$ cat src/rtl/wr_ingress_pkg.sv
// Shared types for the write-ingress flush stage.
package wr_ingress_pkg;

    typedef enum logic [1:0] {
        RUN,
        DRAIN,
        DONE
    } ingress_state_t;

endpackage

$ cat src/rtl/ingress_fifo.sv
// Ingress buffer: DEPTH-entry FIFO using pointers with an extra wrap bit.
module ingress_fifo #(
    parameter int DATA_W = 8,
    parameter int DEPTH  = 4
) (
    input  logic                     clk,
    input  logic                     rst_n,
    input  logic                     push_i,
    input  logic [DATA_W-1:0]        wdata_i,
    input  logic                     pop_i,
    output logic [DATA_W-1:0]        rdata_o,
    output logic                     full_o,
    output logic                     empty_o,
    output logic [$clog2(DEPTH):0]   count_o
);

    localparam int AW = $clog2(DEPTH);

    logic [DATA_W-1:0] mem_q [DEPTH];
    logic [DATA_W-1:0] mem_d [DEPTH];
    logic [AW:0]       wr_ptr_q, wr_ptr_d;
    logic [AW:0]       rd_ptr_q, rd_ptr_d;

    // Same index with differing wrap bits means the buffer is full.
    assign empty_o = (wr_ptr_q == rd_ptr_q);
    assign full_o  = (wr_ptr_q[AW] != rd_ptr_q[AW]) &&
                     (wr_ptr_q[AW-1:0] == rd_ptr_q[AW-1:0]);
    assign count_o = wr_ptr_q - rd_ptr_q;
    assign rdata_o = mem_q[rd_ptr_q[AW-1:0]];

    always_comb begin
        mem_d    = mem_q;
        wr_ptr_d = wr_ptr_q;
        rd_ptr_d = rd_ptr_q;
        if (push_i) begin
            mem_d[wr_ptr_q[AW-1:0]] = wdata_i;
            wr_ptr_d = wr_ptr_q + 1'b1;
        end
        if (pop_i) begin
            rd_ptr_d = rd_ptr_q + 1'b1;
        end
    end

    always_ff @(posedge clk or negedge rst_n) begin
        if (!rst_n) begin
            for (int i = 0; i < DEPTH; i++) begin
                mem_q[i] <= '0;
            end
            wr_ptr_q <= '0;
            rd_ptr_q <= '0;
        end else begin
            mem_q    <= mem_d;
            wr_ptr_q <= wr_ptr_d;
            rd_ptr_q <= rd_ptr_d;
        end
    end

endmodule

$ cat src/rtl/wr_ingress_flush.sv
// Write-ingress stage: buffers source writes, forwards them to the device,
// and answers the device's flush request with a drain and a done level.
module wr_ingress_flush
    import wr_ingress_pkg::*;
#(
    parameter int DATA_W = 8,
    parameter int DEPTH  = 4
) (
    input  logic                         clk,
    input  logic                         reset,
    input  logic                         src_valid_i,
    input  logic [DATA_W-1:0]            src_payload_i,
    output logic                         src_ready_o,
    output logic                         wr_valid_o,
    output logic [DATA_W-1:0]            wr_payload_o,
    input  logic                         fifo_full_i,
    input  logic                         wr_flush_i,
    output logic                         wr_done_o,
    output logic                         if_wakeup_o,
    output logic [$clog2(DEPTH+1)-1:0]   occupancy_o
);

    localparam int CW = $clog2(DEPTH+1);

    ingress_state_t state_q, state_d;
    logic           done_q, done_d;
    logic           wakeup_q, wakeup_d;
    logic           push, pop;
    logic           full, empty;
    logic [CW-1:0]  count;
    logic [CW-1:0]  occ_after;

    ingress_fifo #(
        .DATA_W (DATA_W),
        .DEPTH  (DEPTH)
    ) u_fifo (
        .clk     (clk),
        .rst_n   (reset),
        .push_i  (push),
        .wdata_i (src_payload_i),
        .pop_i   (pop),
        .rdata_o (wr_payload_o),
        .full_o  (full),
        .empty_o (empty),
        .count_o (count)
    );

    // No push-through when full, even if a pop happens in the same cycle.
    assign src_ready_o = (state_q == RUN) & ~full;
    assign push        = src_valid_i & src_ready_o;
    assign wr_valid_o  = ~empty & ~fifo_full_i & (state_q != DONE);
    assign pop         = wr_valid_o;
    assign occupancy_o = count;
    assign wr_done_o   = done_q;
    assign if_wakeup_o = wakeup_q;

    // Pushes are blocked in DRAIN, so only the pop changes the count there.
    assign occ_after = count - CW'(pop);

    always_comb begin
        state_d = state_q;
        unique case (state_q)
            RUN: begin
                if (wr_flush_i) state_d = DRAIN;
            end
            DRAIN: begin
                if (!wr_flush_i)          state_d = RUN;
                else if (occ_after == '0) state_d = DONE;
            end
            DONE: begin
                if (!wr_flush_i) state_d = RUN;
            end
            default: state_d = RUN;
        endcase
        done_d   = (state_d == DONE);
        wakeup_d = (state_q == DONE) & (state_d == DONE) &
                   (wakeup_q | src_valid_i);
    end

    always_ff @(posedge clk or negedge reset) begin
        if (!reset) begin
            state_q  <= RUN;
            done_q   <= 1'b0;
            wakeup_q <= 1'b0;
        end else begin
            state_q  <= state_d;
            done_q   <= done_d;
            wakeup_q <= wakeup_d;
        end
    end

endmodule

$ cat config.mk
export PLATFORM = sky130hd
export DESIGN_NAME = wr_ingress_flush
export DESIGN_NICKNAME = d
export VERILOG_FILES = /design/src/rtl/wr_ingress_pkg.sv /design/src/rtl/ingress_fifo.sv /design/src/rtl/wr_ingress_flush.sv
export SDC_FILE = /design/constraint.sdc
export NUM_CORES = 1
export LEC_CHECK = 0
export CORE_ASPECT_RATIO = 1.5
export CORE_MARGIN = 5
export CORE_UTILIZATION = 48
export DETAILED_ROUTE_END_ITERATION = 8
export GPL_TIMING_DRIVEN = 1
export PLACE_DENSITY = 0.72
export SLEW_MARGIN = 0
export SYNTH_ARGS = -nofsm -noshare
export SYNTH_HDL_FRONTEND = slang
export SYNTH_HIERARCHICAL = 1
export SYNTH_SLANG_ARGS = --single-unit
$ cat constraint.sdc
create_clock -name clk -period 2.37 [get_ports clk]
set_clock_uncertainty 0.2 [all_clocks]
set_input_delay 0.237 -clock clk [delete_from_list [all_inputs] [get_ports clk]]
set_output_delay 0.237 -clock clk [all_outputs]
set_load 0.03 [all_outputs]
# --- Word level (Yosys, flattened, before mapping) ---
# Cells that the tools add are included.
word_totals:
  ff_bits: 42
  in_bits: 13
  output_inout_bits: 15
  elab_cells: 50
classes:
  n_addsub: 4
  n_lt_le_gt_ge: 3
  eq_ne: 7
  mux: 11
  bitwise: 12
  reduce_logical: 4
ops:
  columns: ["operator", "count"]
  rows:
  - ["bitwise mux 32 bit", 1]
  - ["2-to-1 mux 8 bit", 3]
  - ["binary-select mux 8 bit (select 2 bit)", 1]
  - ["demux 8 bit (select 2 bit)", 1]
  - ["2-to-1 mux 2 bit", 4]
  - ["adder 3 x 1 -> 3 bit, second input constant", 2]
  - ["bitwise AND 1 bit", 6]
  - ["greater-or-equal comparator 3 bit, second input constant", 2]
  - ["NOT 2 -> 3 bit", 2]
  - ["case mux 2 bit (3 select lines)", 1]
  - ["== test 2 bit, second input constant", 2]
  - ["== test 3 bit", 1]
  - ["logical NOT 3 bit", 1]
  - ["less-than comparator 3 x 1 -> 1 bit, second input constant", 1]
  - ["NOT 1 bit", 3]
  - ["subtractor 3 x 1 -> 3 bit", 1]
  - ["subtractor 3 bit", 1]
  - ["== test 2 x 1 -> 1 bit, second input constant", 1]
  - ["== test 2 bit", 1]
  - ["logical AND 1 bit", 2]
  - ["logical NOT 2 bit", 1]
  - ["inequality test 2 bit, second input constant", 1]
  - ["inequality test 1 bit", 1]
  - ["bitwise OR 1 bit", 1]

# --- Logic depth before layout (Yosys ltp) ---
logic_depth:
  depth_word: 12
  ltp_mapped: 10
  depth_no_buf: 8

# --- Cells and area by module ---
# The synthesis kept the hierarchy.
modules_own_cells:
  columns: ["mod", "instances", "cells_each", "area_each_um2", "seq_area_each_um2"]
  rows:
  - ["ingress_fifo", 1, 112, 1754.2, 950.9]
  - ["wr_ingress_flush", 1, 20, 205.2, 100.1]

# --- Worst setup path after synthesis ---
# No wires, ideal clock.
synth_path:
  kind: "reg-to-reg"
  start: "reg u_fifo.rd_ptr_q[1]"
  end: "reg state_q[0]"
  setup_time_ns: 0.128
  arrival_ns: 2.767
  required_time_ns: 2.042
  setup_slack_ns: -0.724
  stages_incl_launch_ff: 10
  n_path_buf: 1
  synth_period_minus_slack_ns: 3.094
  cell_sequence: "dfrtp_1 -> buf_2 -> inv_1 -> ha_1 -> nand2_1 -> nor2_1 -> nor3_1 -> ha_1 -> xor2_1 -> o311a_2"
synth_via:
  elab_chain_cells: 9
  word_cells_on_any_way: 10
  cone_classes: "2 x add/sub; 1 x eq/ne; 3 x mux; 3 x bitwise; 1 x reduce/logical"
synth_rtl:
  columns: ["item", "line_no", "text"]
  rows:
  - ["from (decl)", "ingress_fifo.sv:22", "logic [AW:0] rd_ptr_q, rd_ptr_d;"]
  - ["from (signal assigned)", "ingress_fifo.sv:54", "rd_ptr_q <= rd_ptr_d;"]
  - ["== test 3 bit", "ingress_fifo.sv:25", "assign empty_o = (wr_ptr_q == rd_ptr_q);"]
  - ["via empty", "wr_ingress_flush.sv:29", "logic full, empty;"]
  - ["NOT 1 bit", "wr_ingress_flush.sv:51", "assign wr_valid_o = ~empty & ~fifo_full_i & (state_q != DONE);"]
  - ["bitwise AND 1 bit (2 in a row)", "wr_ingress_flush.sv:51", null]
  - ["via wr_valid_o", "wr_ingress_flush.sv:14", "output logic wr_valid_o,"]
  - ["subtractor 3 x 1 -> 3 bit", "wr_ingress_flush.sv:58", "assign occ_after = count - CW'(pop);"]
  - ["logical NOT 3 bit", "wr_ingress_flush.sv:68", "else if (occ_after == '0) state_d = DONE;"]
  - ["2-to-1 mux 2 bit", "wr_ingress_flush.sv:68", null]
  - ["2-to-1 mux 2 bit", "wr_ingress_flush.sv:67", "if (!wr_flush_i) state_d = RUN;"]
  - ["case mux 2 bit (3 select lines)", "wr_ingress_flush.sv:62", "unique case (state_q)"]
  - ["via state_d[0]", "wr_ingress_flush.sv:25", "ingress_state_t state_q, state_d;"]
  - ["to (signal assigned)", "wr_ingress_flush.sv:86", "state_q <= state_d;"]
  - ["to (decl)", "wr_ingress_flush.sv:25", null]
# The timed path passes the listed nets, and every way through them passes these cells.
# A chain may end at the register's enable or synchronous reset.

# --- Worst setup path in the final report ---
layout_path:
  start: "reg u_fifo.wr_ptr_q[0]"
  end: "out occupancy_o[2]"
layout_via:
  elab_chain_cells: 1
layout_rtl:
  columns: ["item", "line_no", "text"]
  rows:
  - ["from (decl)", "ingress_fifo.sv:21", "logic [AW:0] wr_ptr_q, wr_ptr_d;"]
  - ["from (signal assigned)", "ingress_fifo.sv:53", "wr_ptr_q <= wr_ptr_d;"]
  - ["subtractor 3 bit", "ingress_fifo.sv:28", "assign count_o = wr_ptr_q - rd_ptr_q;"]
  - ["to (decl)", "wr_ingress_flush.sv:20", "output logic [$clog2(DEPTH+1)-1:0] occupancy_o"]
# Every way passes these cells.

==> impl_metrics.env <==
export IMPL_hold_path_class="input pin to async pin"
export IMPL_grt_setup_unrepaired="no"
export IMPL_synthFlopType="dfrtp_1"
export IMPL_dpl_hpwl_um=2960
export IMPL_globalRouteTotalUtil=0.159
export IMPL_synth_seq_cells=42
export IMPL_ys_top_cells_by_count="dfrtp_1, mux2_2, ha_1, mux4_2, inv_1"
export IMPL_cts_buffers_inserted=5
export IMPL_tightest_slew_ns=0.590
export IMPL_async_reset_ff_frac=1.00
export IMPL_place_inst=208
export IMPL_grt_max_degree=27
export IMPL_setup_tns_ns=0
export IMPL_drive_gt1_frac=0.404
export IMPL_finalNonFillerCells=216
export IMPL_multi_input_area_sq_um=923
export IMPL_r2r_setup_slack_ns=0.13
export IMPL_drv_slew=0
export IMPL_ys_warn_count=6
export IMPL_cts_tree="done"
export IMPL_rows=28
export IMPL_grt_pass1_wl_um=6780
export IMPL_synth_edff_count=0
export IMPL_ios=28
export IMPL_worstPathArrival_ns=1.83
export IMPL_insertedDiodeCount=0
export IMPL_vias=1179
export IMPL_start_kind="flop"
export IMPL_slowest_delay_ns=0.43
export IMPL_fmax_mhz=440
export IMPL_rr_endpoint="state_q[0]"
export IMPL_critPathBufInv=3
export IMPL_utilization=0.617
export IMPL_cp_common_cell="inv_1"
export IMPL_grt_pass1_vias=1450
export IMPL_io_buffers=27
export IMPL_setup_violations=0
export IMPL_cp_slowest_cell="dfrtp_1"
export IMPL_worstPathMaxFanout=4
export IMPL_netlist_cell_type_count=22
export IMPL_synth_area_leaders="dfrtp_1, mux2_2, mux4_2"
export IMPL_status="finished clean"
export IMPL_post_dp_cell_area_sq_um=2330
export IMPL_synth_top_area_frac=0.536
export IMPL_cts_root_buf="clkbuf_8"
export IMPL_globalRouteOverflowTotal=0
export IMPL_start_util=0.495
export IMPL_antenna_found_initial=0
export IMPL_finalHoldViolations=0
export IMPL_drt_iter0_drc=33
export IMPL_clock_latency_ns=0.29
export IMPL_routed_wl_um=3900
export IMPL_cap_violations=0
export IMPL_wl_met1_um=1410
export IMPL_synthCells=132
export IMPL_slew_headroom=0.607
export IMPL_register_area_sq_um=1050
export IMPL_dr_pass1_iters=2
export IMPL_yosysMostFrequentCell="dfrtp_1"
export IMPL_cts_sinks=42
export IMPL_avgSynthCellArea_sq_um=14.8
export IMPL_routed_top_layer="met4"
export IMPL_r2r_start="u_fifo/wr_ptr_q[0]"
export IMPL_rr_worst_depth=8
export IMPL_finalNetCount=193
export IMPL_wl_met3_um=157
export IMPL_clockBufferDepth=2
export IMPL_cts_reportedPaths_clkPinSlew_ns=0.07
export IMPL_synth_nets=154
export IMPL_synth_area_sq_um=1960
export IMPL_route_detailed_drc=0
export IMPL_cp_top_family="adder cells"
export IMPL_crit_chain="inv_1 -> ha_1 -> inv_1 -> fa_1 -> xnor2_2 -> buf_4"
export IMPL_synth_largest_area_cell="dfrtp_1"
export IMPL_ant_nets=0
export IMPL_syn_to_final_growth_pct=24.7
export IMPL_crit_type="flop to output pin"
export IMPL_die_h_um=88.3
export IMPL_period_share=0.958
export IMPL_htreeDepth=2
export IMPL_die_w_um=62.2
export IMPL_fin_crit_ns=2.27
export IMPL_fin_area_sq_um=2440
export IMPL_vias_per_cell=5.46
export IMPL_detailroute_wirelength_met2_um=2250
export IMPL_cp_required_ns=1.93
export IMPL_coreArea_sq_um=3960
export IMPL_seq_area_frac_synth=0.536
export IMPL_post_cts_buffers=0
export IMPL_post_drt_wl_per_cell_um=18.1
export IMPL_fillers=337
export IMPL_gp_congestion=0.739
export IMPL_dieArea_sq_um=5490
export IMPL_cp_end_kind="output pin"
per-layer routing:
| metal | up-vias | GRT usage |
|---|---|---|
| met3 | 7 | 0.0356 |
| li1 | 544 | - |
| met1 | 602 | 0.163 |
| met4 | 0 | 0.0710 |
| met2 | 26 | 0.306 |
| met5 | - | 0 |
area by class of cell:
| cell class | instances | share of cell area |
|---|---|---|
| Sequential cell | 42 | 0.430 |
| Multi-Input combinational cell | 80 | 0.378 |
| Timing Repair Buffer | 35 | 0.127 |
| Clock buffer | 7 | 0.0312 |
| Tap cell | 45 | 0.0230 |
| Inverter | 7 | 0.0108 |
timing repair:
action | in CTS | in global routing
hold endpoints to repair | 24 | 0
pin swaps | 0 | 0
cloned | 0 | 0
hold buffers | 1 | 0
endpoints found under the setup margin | 9 | 36
resized for setup | 8 | 10
kinds of logic after synthesis:
| kind of cell | count (synthesis) | synth area share |
|---|---|---|
| fa+ha+maj | 9 | 0.0613 |
| xor+xnor | 7 | 0.0313 |
| simple gates | 19 | 0.0498 |
| buf+inv | 10 | 0.0255 |
| flops | 42 | 0.536 |
| mux | 40 | 0.276 |
| compound gates | 5 | 0.0198 |
sequential cells by signal, summed over array words and instances (netlist names):
register and flops:
wr_done_o 1, u_fifo/rd_ptr_q 3, u_fifo/mem_q 32, state_q 2
u_fifo/wr_ptr_q 3, if_wakeup_o 1
through the flow:
stage	hold slack (ns)	setup slack (ns)
2_1_floorplan	-0.259	-0.113
6_report	0.279	0.0997
5_1_grt	0.315	0.00226
3_3_place_gp	0.0674	0.0857
4_1_cts	0.287	-0.00140
3_5_place_dp	0.0711	0.0253
cell usage in the layout, fill, tap and decap left out, drive strengths merged, types with 2 or more instances in the layout:
master	instances
buf	12
clkbuf	7
clkdlybuf4s50	13
dfrtp	42
dlygate4sd2	8
ha	8
inv	7
mux2	32
mux4	8
nand2	9
nor2	3
nor2b	2
nor3	2
o21ai	2
o41ai	2
xnor2	3
xor2	4
worst max path at each step:
stage                            endpoint  cells past startpoint               start
after floorplan                state_q[0]                      9  u_fifo/rd_ptr_q[1]
after global placement    u_fifo/mem_q[4]                      8  u_fifo/wr_ptr_q[0]
after detailed placement  u_fifo/mem_q[6]                      8  u_fifo/wr_ptr_q[0]
after CTS                 u_fifo/mem_q[6]                      8  u_fifo/wr_ptr_q[0]
after global routing           wr_valid_o                      7  u_fifo/wr_ptr_q[0]
final                      occupancy_o[2]                      6  u_fifo/wr_ptr_q[0]
Power is left out: the tool's default activity adds up to more than one toggle a clock period on the data nets, which glitch-free logic cannot reach.
